==> src/rtl/bcd_convert.sv <==
// bcd_convert: 16-bit binary to 5-digit BCD via shift-and-add-3, with a hex bypass
// and registered result/display words that stay stable for the scan driver.
module bcd_convert (
   input  logic        clk,
   input  logic        rst,
   input  logic        in_valid,
   output logic        in_ready,
   input  logic [15:0] in_data,
   input  logic        hex_mode,
   output logic        out_valid,
   output logic [19:0] bcd,
   output logic [15:0] disp_data,
   output logic        ovf
);
   typedef enum logic [1:0] {IDLE, SHIFT, DONE} state_t;
   state_t      state_q, state_d;
   logic [15:0] sr_q, sr_d;
   logic [19:0] scr_q, scr_d;
   logic [4:0]  cnt_q, cnt_d;
   logic        hex_q, hex_d;
   logic        vld_q, vld_d;
   logic [19:0] bcd_q, bcd_d;
   logic [15:0] disp_q, disp_d;
   logic        ovf_q, ovf_d;
   logic [19:0] adj;
   logic [35:0] sh;
   logic        dec_ovf;
   for (genvar d = 0; d < 5; d++) begin : g_adj
      assign adj[4*d+:4] = (scr_q[4*d+:4] >= 4'd5) ? scr_q[4*d+:4] + 4'd3 : scr_q[4*d+:4];
   end
   // The top scratch bit can never be set after an add-3 step, so dropping it is lossless.
   assign sh      = {adj[18:0], sr_q, 1'b0};
   assign dec_ovf = scr_q[19:16] != 4'd0;
   always_comb begin
      state_d = state_q;
      sr_d    = sr_q;
      scr_d   = scr_q;
      cnt_d   = cnt_q;
      hex_d   = hex_q;
      vld_d   = 1'b0;
      bcd_d   = bcd_q;
      disp_d  = disp_q;
      ovf_d   = ovf_q;
      case (state_q)
         IDLE: if (in_valid) begin
            sr_d    = in_data;
            hex_d   = hex_mode;
            scr_d   = '0;
            cnt_d   = '0;
            state_d = hex_mode ? DONE : SHIFT;
         end
         SHIFT: begin
            scr_d   = sh[35:16];
            sr_d    = sh[15:0];
            cnt_d   = cnt_q + 5'd1;
            state_d = (cnt_q == 5'd15) ? DONE : SHIFT;
         end
         DONE: begin
            vld_d   = 1'b1;
            state_d = IDLE;
            bcd_d   = hex_q ? {4'h0, sr_q} : scr_q;
            ovf_d   = !hex_q && dec_ovf;
            disp_d  = hex_q ? sr_q : (dec_ovf ? 16'h9999 : scr_q[15:0]);
         end
         default: state_d = IDLE;
      endcase
   end
   always_ff @(posedge clk or posedge rst) begin
      if (rst) begin
         state_q <= IDLE;
         sr_q    <= '0;
         scr_q   <= '0;
         cnt_q   <= '0;
         hex_q   <= 1'b0;
         vld_q   <= 1'b0;
         bcd_q   <= '0;
         disp_q  <= '0;
         ovf_q   <= 1'b0;
      end else begin
         state_q <= state_d;
         sr_q    <= sr_d;
         scr_q   <= scr_d;
         cnt_q   <= cnt_d;
         hex_q   <= hex_d;
         vld_q   <= vld_d;
         bcd_q   <= bcd_d;
         disp_q  <= disp_d;
         ovf_q   <= ovf_d;
      end
   end
   assign in_ready  = state_q == IDLE;
   assign out_valid = vld_q;
   assign bcd       = bcd_q;
   assign disp_data = disp_q;
   assign ovf       = ovf_q;
endmodule

==> config.mk <==
export PLATFORM = sky130hd
export DESIGN_NAME = bcd_convert
export DESIGN_NICKNAME = d
export VERILOG_FILES = /design/src/rtl/bcd_convert.sv
export SDC_FILE = /design/constraint.sdc
export NUM_CORES = 1
export LEC_CHECK = 0
export ABC_CLOCK_PERIOD_IN_PS = 2700
export BUFFER_PORTS_ARGS = -buffer_cell sky130_fd_sc_hd__buf_4
export CAP_MARGIN = 20
export CORE_MARGIN = 8
export CORE_UTILIZATION = 57
export DETAILED_ROUTE_END_ITERATION = 6
export GPL_ROUTABILITY_DRIVEN = 0
export PLACE_DENSITY_LB_ADDON = 0.08
export SYNTH_ARGS = -nofsm -noshare
export SYNTH_HDL_FRONTEND = slang
export SYNTH_SLANG_ARGS = --single-unit
==> constraint.sdc <==
create_clock -name clk -period 2.7 [get_ports clk]
set_input_delay 0 -clock clk [delete_from_list [all_inputs] [get_ports clk]]
set_output_delay 0 -clock clk [all_outputs]
set_load 0.005 [all_outputs]
# Word-level counts from Yosys, hierarchy flattened
# Cells that the tools add are included.
# op_classes
n_addsub,6
n_lt_le_gt_ge,5
n_eq_ne,4
muxes,19
n_reduce_logical,7
# op_table
cell,n
$mux 16,3
$mux 20,2
$pmux 20 s2,1
$pmux 16 s2,1
$ge 4x3->1 const B,5
$add 4x2->4 const B,4
$mux 4,4
$pmux 5 s2,1
$mux 2,3
$add 5x1->5 const B,1
$eq 5x4->1 const B,1
$mux 5,1
$pmux 2 s2,1
$reduce_and 2->1,2
$reduce_bool 4->1,1
$add 3x2->3 const B,1
$mux 3,1
$eq 2x1->1 const B,1
$eq 2x2->1 const B,1
$logic_not 2->1,1
$ne 2x2->1 const B,1
$reduce_bool 2->1,1
$logic_and 1x1->1,1
$logic_not 1->1,1
$mux 1,1
# word_totals
reg_bits,82
input_bits,20
output_inout_bits,39
word_cells,50

# Longest topological paths before layout
# logic_depth
word_depth,3
ltp_mapped,7
mapped_depth_nobuf,6

# Worst setup path after synthesis
# No wires, ideal clock.
# synth_path
path_type,register to register
from,reg scr_q[16]
to,reg disp_q[10] (netlist: disp_data[10])
setup_ns,0.127
t_arrival_ns,1.385
required_ns,2.573
path_slack_ns,1.188
stages_incl_launch_ff,8
n_path_buf,1
synth_period_minus_slack_ns,1.512
cell_sequence,dfrtp_1 inv_1 ha_1 nor3b_2 and2_1 buf_2 a221oi_1 nor2_1
# synth_via
elab_chain_len,3
# synth_rtl
item,line_no,source
from (decl),18,"logic [19:0] scr_q, scr_d;"
from (signal assigned),82,scr_q <= scr_d;
$reduce_bool 4->1,33,assign dec_ovf = scr_q[19:16] != 4'd0;
$mux 16 (2 in series),63,disp_d = hex_q ? sr_q : (dec_ovf ? 16'h9999 : scr_q[15:0]);
to (signal assigned),87,disp_q <= disp_d;
to (decl),23,"logic [15:0] disp_q, disp_d;"
# No other way between the ends.
# A chain may end at the register's enable or synchronous reset.

# Final worst setup path
# layout_path
from,reg scr_q[16]
to,reg disp_q[5] (netlist: disp_data[5])
# Same word-level chain as after synthesis.

==> run_results.csv <==
group,metric,value,unit
status,status,"finished, final reports clean",
route,dr_total_vias,3068,
floorplanning,die_area,0.00978,mm²
sta,fin_hold_ws,286,ps
floorplanning,initial_core_util,58.3,%
route,drtIter0Drc,193,
global_routing,antenna_found_initial,0,
layout,multi_input_area,0.00169,mm²
power_and_ir_drop,peakVddDrop,646,µV
floorplanning,dieHeight,98.9,µm
clocking,cts_setup_buffers,0,
synthesis,yosysSeqAreaShare,52.4,%
clocking,cts_tree,"yes",
setup_path,critPathMaxFanout,8,
layout,mostFrequentLayoutCell,"dfrtp_1",
synthesis,synth_top_area_cell,"dfrtp_1",
sta,fin_crit_sh,63.5,%
global_routing,grt_pass1_wl,15.3,mm
layout,diodes,0,
setup_path,worstSetupPathType,"flip-flop to flip-flop",
global_routing,grt_max_degree,59,
clocking,cts.sinks,82,
layout,num-nets-final,498,
global_routing,gr-total-overflow,0,
route,firstDrtPassIters,4,
global_routing,first_global_vias,3008,
floorplanning,fp.coreArea,0.00672,mm²
setup_path,cp_slowest_cell,"dfrtp_1",
route,wl,9.11,mm
setup_path,cp-end-kind,"flip-flop",
placement,place_hpwl,6.28,mm
sta,setup_violations,0,
sta,fmax,584,MHz
sta,slew_viol_final,0,
synthesis,netlist.area_leader.share,52.4,%
setup_path,crit_path_start_kind,"flip-flop",
synthesis,yosys_warnings,0,
job,cap_violations,0,
route,wl_per_cell,16.5,µm
setup_path,cpPeakStageDelay,410,ps
route,drc,0,
global_routing,grt_util_all_layers,19.9,%
layout,regArea,0.00205,mm²
layout,synthToLayoutAreaGrowth,23.8,%
synthesis,synth_area_leaders,"dfrtp_1, mux2i_1, nand2_1",
sta,worst_pin_slew,663,ps
layout,drive_above_1_share,17.6,%
synthesis,ys_ff_latch,82,
power_and_ir_drop,powerDensity,1160,mW/mm²
clocking,htreeDepth,3,
floorplanning,fp-row-count,30,
floorplanning,die_w,98.9,µm
synthesis,avgSynthCellArea,9.91,µm²
sta,setup_ws,986,ps
layout,most-common-layout-cells,"dfrtp_1, nand2_1, buf_4, o21ai_0, mux2i_1",
clocking,cts_max_path_buffers,2,
clocking,root_buffer,"clkbuf_8",
placement,pre_cts_ws,998,ps
power_and_ir_drop,p_leak,2.34,nW
synthesis,synth_nets,427,
synthesis,syn-cell-area,0.00392,mm²
route,ant_nets,0,
synthesis,syn_inst,395,
sta,setup_tns,0,ps
sta,final_hold_viol_count,0,
hold_path,hp-class,"primary input to asynchronous set/reset pin",
layout,fillers,521,
clocking,cts.clk_slew.worst_paths,80,ps
floorplanning,boundaryPins,59,
placement,port_buffers,58,
sta,fin_crit,1710,ps
setup_path,worstPathCellList,"inv_1, ha_1, nor3b_2, and2_1, a221oi_1, nor2_1",
route,via_per_inst,5.57,
sta,worst_clock_skew,13.7,ps
sta,rsz0062_at_grt,"false",
setup_path,crit_required,2980,ps
synthesis,ys_types,32,
clocking,cts_buffers,9,
setup_path,arrival,2000,ps
setup_path,r2r_cells,6,
sta,relSlewSlack,55.8,%
clocking,clock_latency,350,ps
==> flip-flops by register name (all words and copies together), names as in the netlist <==
name and cells:
disp_data 16, cnt_q 5, state_q 2, scr_q 20, hex_q 1, bcd 20
ovf 1, out_valid 1, sr_q 16
==> final cells by class <==
| class | count | share of cell area, % |
|---|---|---|
| clock buffers | 12 | 2.99 |
| flip-flops and latches | 82 | 42.3 |
| multi-input cells | 275 | 34.9 |
| inverters | 14 | 1.11 |
| repair buffers | 84 | 14.6 |
| clock inverters | 4 | 2.04 |
| well taps | 80 | 2.07 |
==> power by group <==
| part | switching [mW] | internal (mW) | leakage, nW |
|---|---|---|---|
| Sequential | 0.491 | 1.73 | 1.06 |
| Clock | 0.434 | 0.643 | 0.121 |
| Combinational | 1.20 | 1.09 | 1.16 |
==> Yosys cell counts <==
cell      count
buf_6         1
nor3_1        4
nor2_1       23
buf_2        10
buf_4         6
nor3b_1       4
xor2_1        1
nand2_1      68
mux2i_1      36
o31ai_1       3
and2_1        1
inv_1        13
nand2b_1      7
nand3_1       4
dfrtp_1      82
nor3b_2       1
and3_1        1
clkbuf_1      6
ha_1         12
clkinv_1      1
a221oi_1      8
o21ai_1      16
o21bai_1      1
o21ai_0      49
mux2_2        1
xnor2_1       5
nor2b_1       2
a21oi_1      11
buf_1         1
o22ai_1       8
a22o_1        8
a32o_1        1
==> path summary, 6_finish.rpt <==
check,startpoint,to,slack (ps)
setup / recovery,scr_q[16],disp_data[5],990
hold / removal,rst,bcd[17],290
setup reg to reg,scr_q[16],disp_data[5],990
hold reg to reg,bcd[17],bcd[17],480
max in group asynchronous,rst,disp_data[10],1750
min in group clk,hex_mode,hex_q,460
==> critical path: cells and delay by family (launching register included) <==
| family | cells | cell delay (ps) |
|---|---|---|
| and+or+nand+nor | 3 | 760 |
| DFF | 1 | 410 |
| adders and majority gates | 1 | 220 |
| AOI/OAI and AO/OA | 1 | 140 |
| buffers and inverters | 1 | 110 |
==> routing by layer <==
layer / up-vias / global-route usage, % / wire length, µm
met2: 68 / 30.4 / 4370
li1: 1515 / - / -
met3: 7 / 7.05 / 634
met4: 0 / 6.97 / 85
met5: - / 0 / 0
met1: 1478 / 25.6 / 4010
==> cell families (layout without fill, tap and decap cells) <==
| logic type | count (synthesis) | after routing | share of synthesized area, % |
|---|---|---|---|
| and+or+nand+nor | 115 | 115 | 12.6 |
| AOI/OAI and AO/OA | 105 | 105 | 15.6 |
| DFF | 82 | 82 | 52.4 |
| buffers and inverters | 38 | 114 | 4.73 |
| muxes | 37 | 37 | 9.49 |
| adders and majority gates | 12 | 12 | 3.83 |
| xor gates and xnor gates | 6 | 6 | 1.34 |
==> metrics by stage <==
stage / instances / util (%) / power (mW) / cell area, µm²
finish: 551 / 72.1 / 5.60 / 4850
global route: 551 / 72.1 / 6.05 / 4850
CTS: 551 / 72.1 / 5.65 / 4850
detailed placement: 515 / 65.5 / 4.54 / 4400
global placement: 515 / 65.5 / 4.43 / 4400
floorplan: 395 / - / 3.66 / 3920
==> timing repair <==
action / 4_1_cts / 5_1_grt
hold buffers: 20 / 0
gates resized for setup: 0 / 0
endpoints found under the hold margin: 54 / 0
No activity file was read; power rests on OpenSTA's default activity.
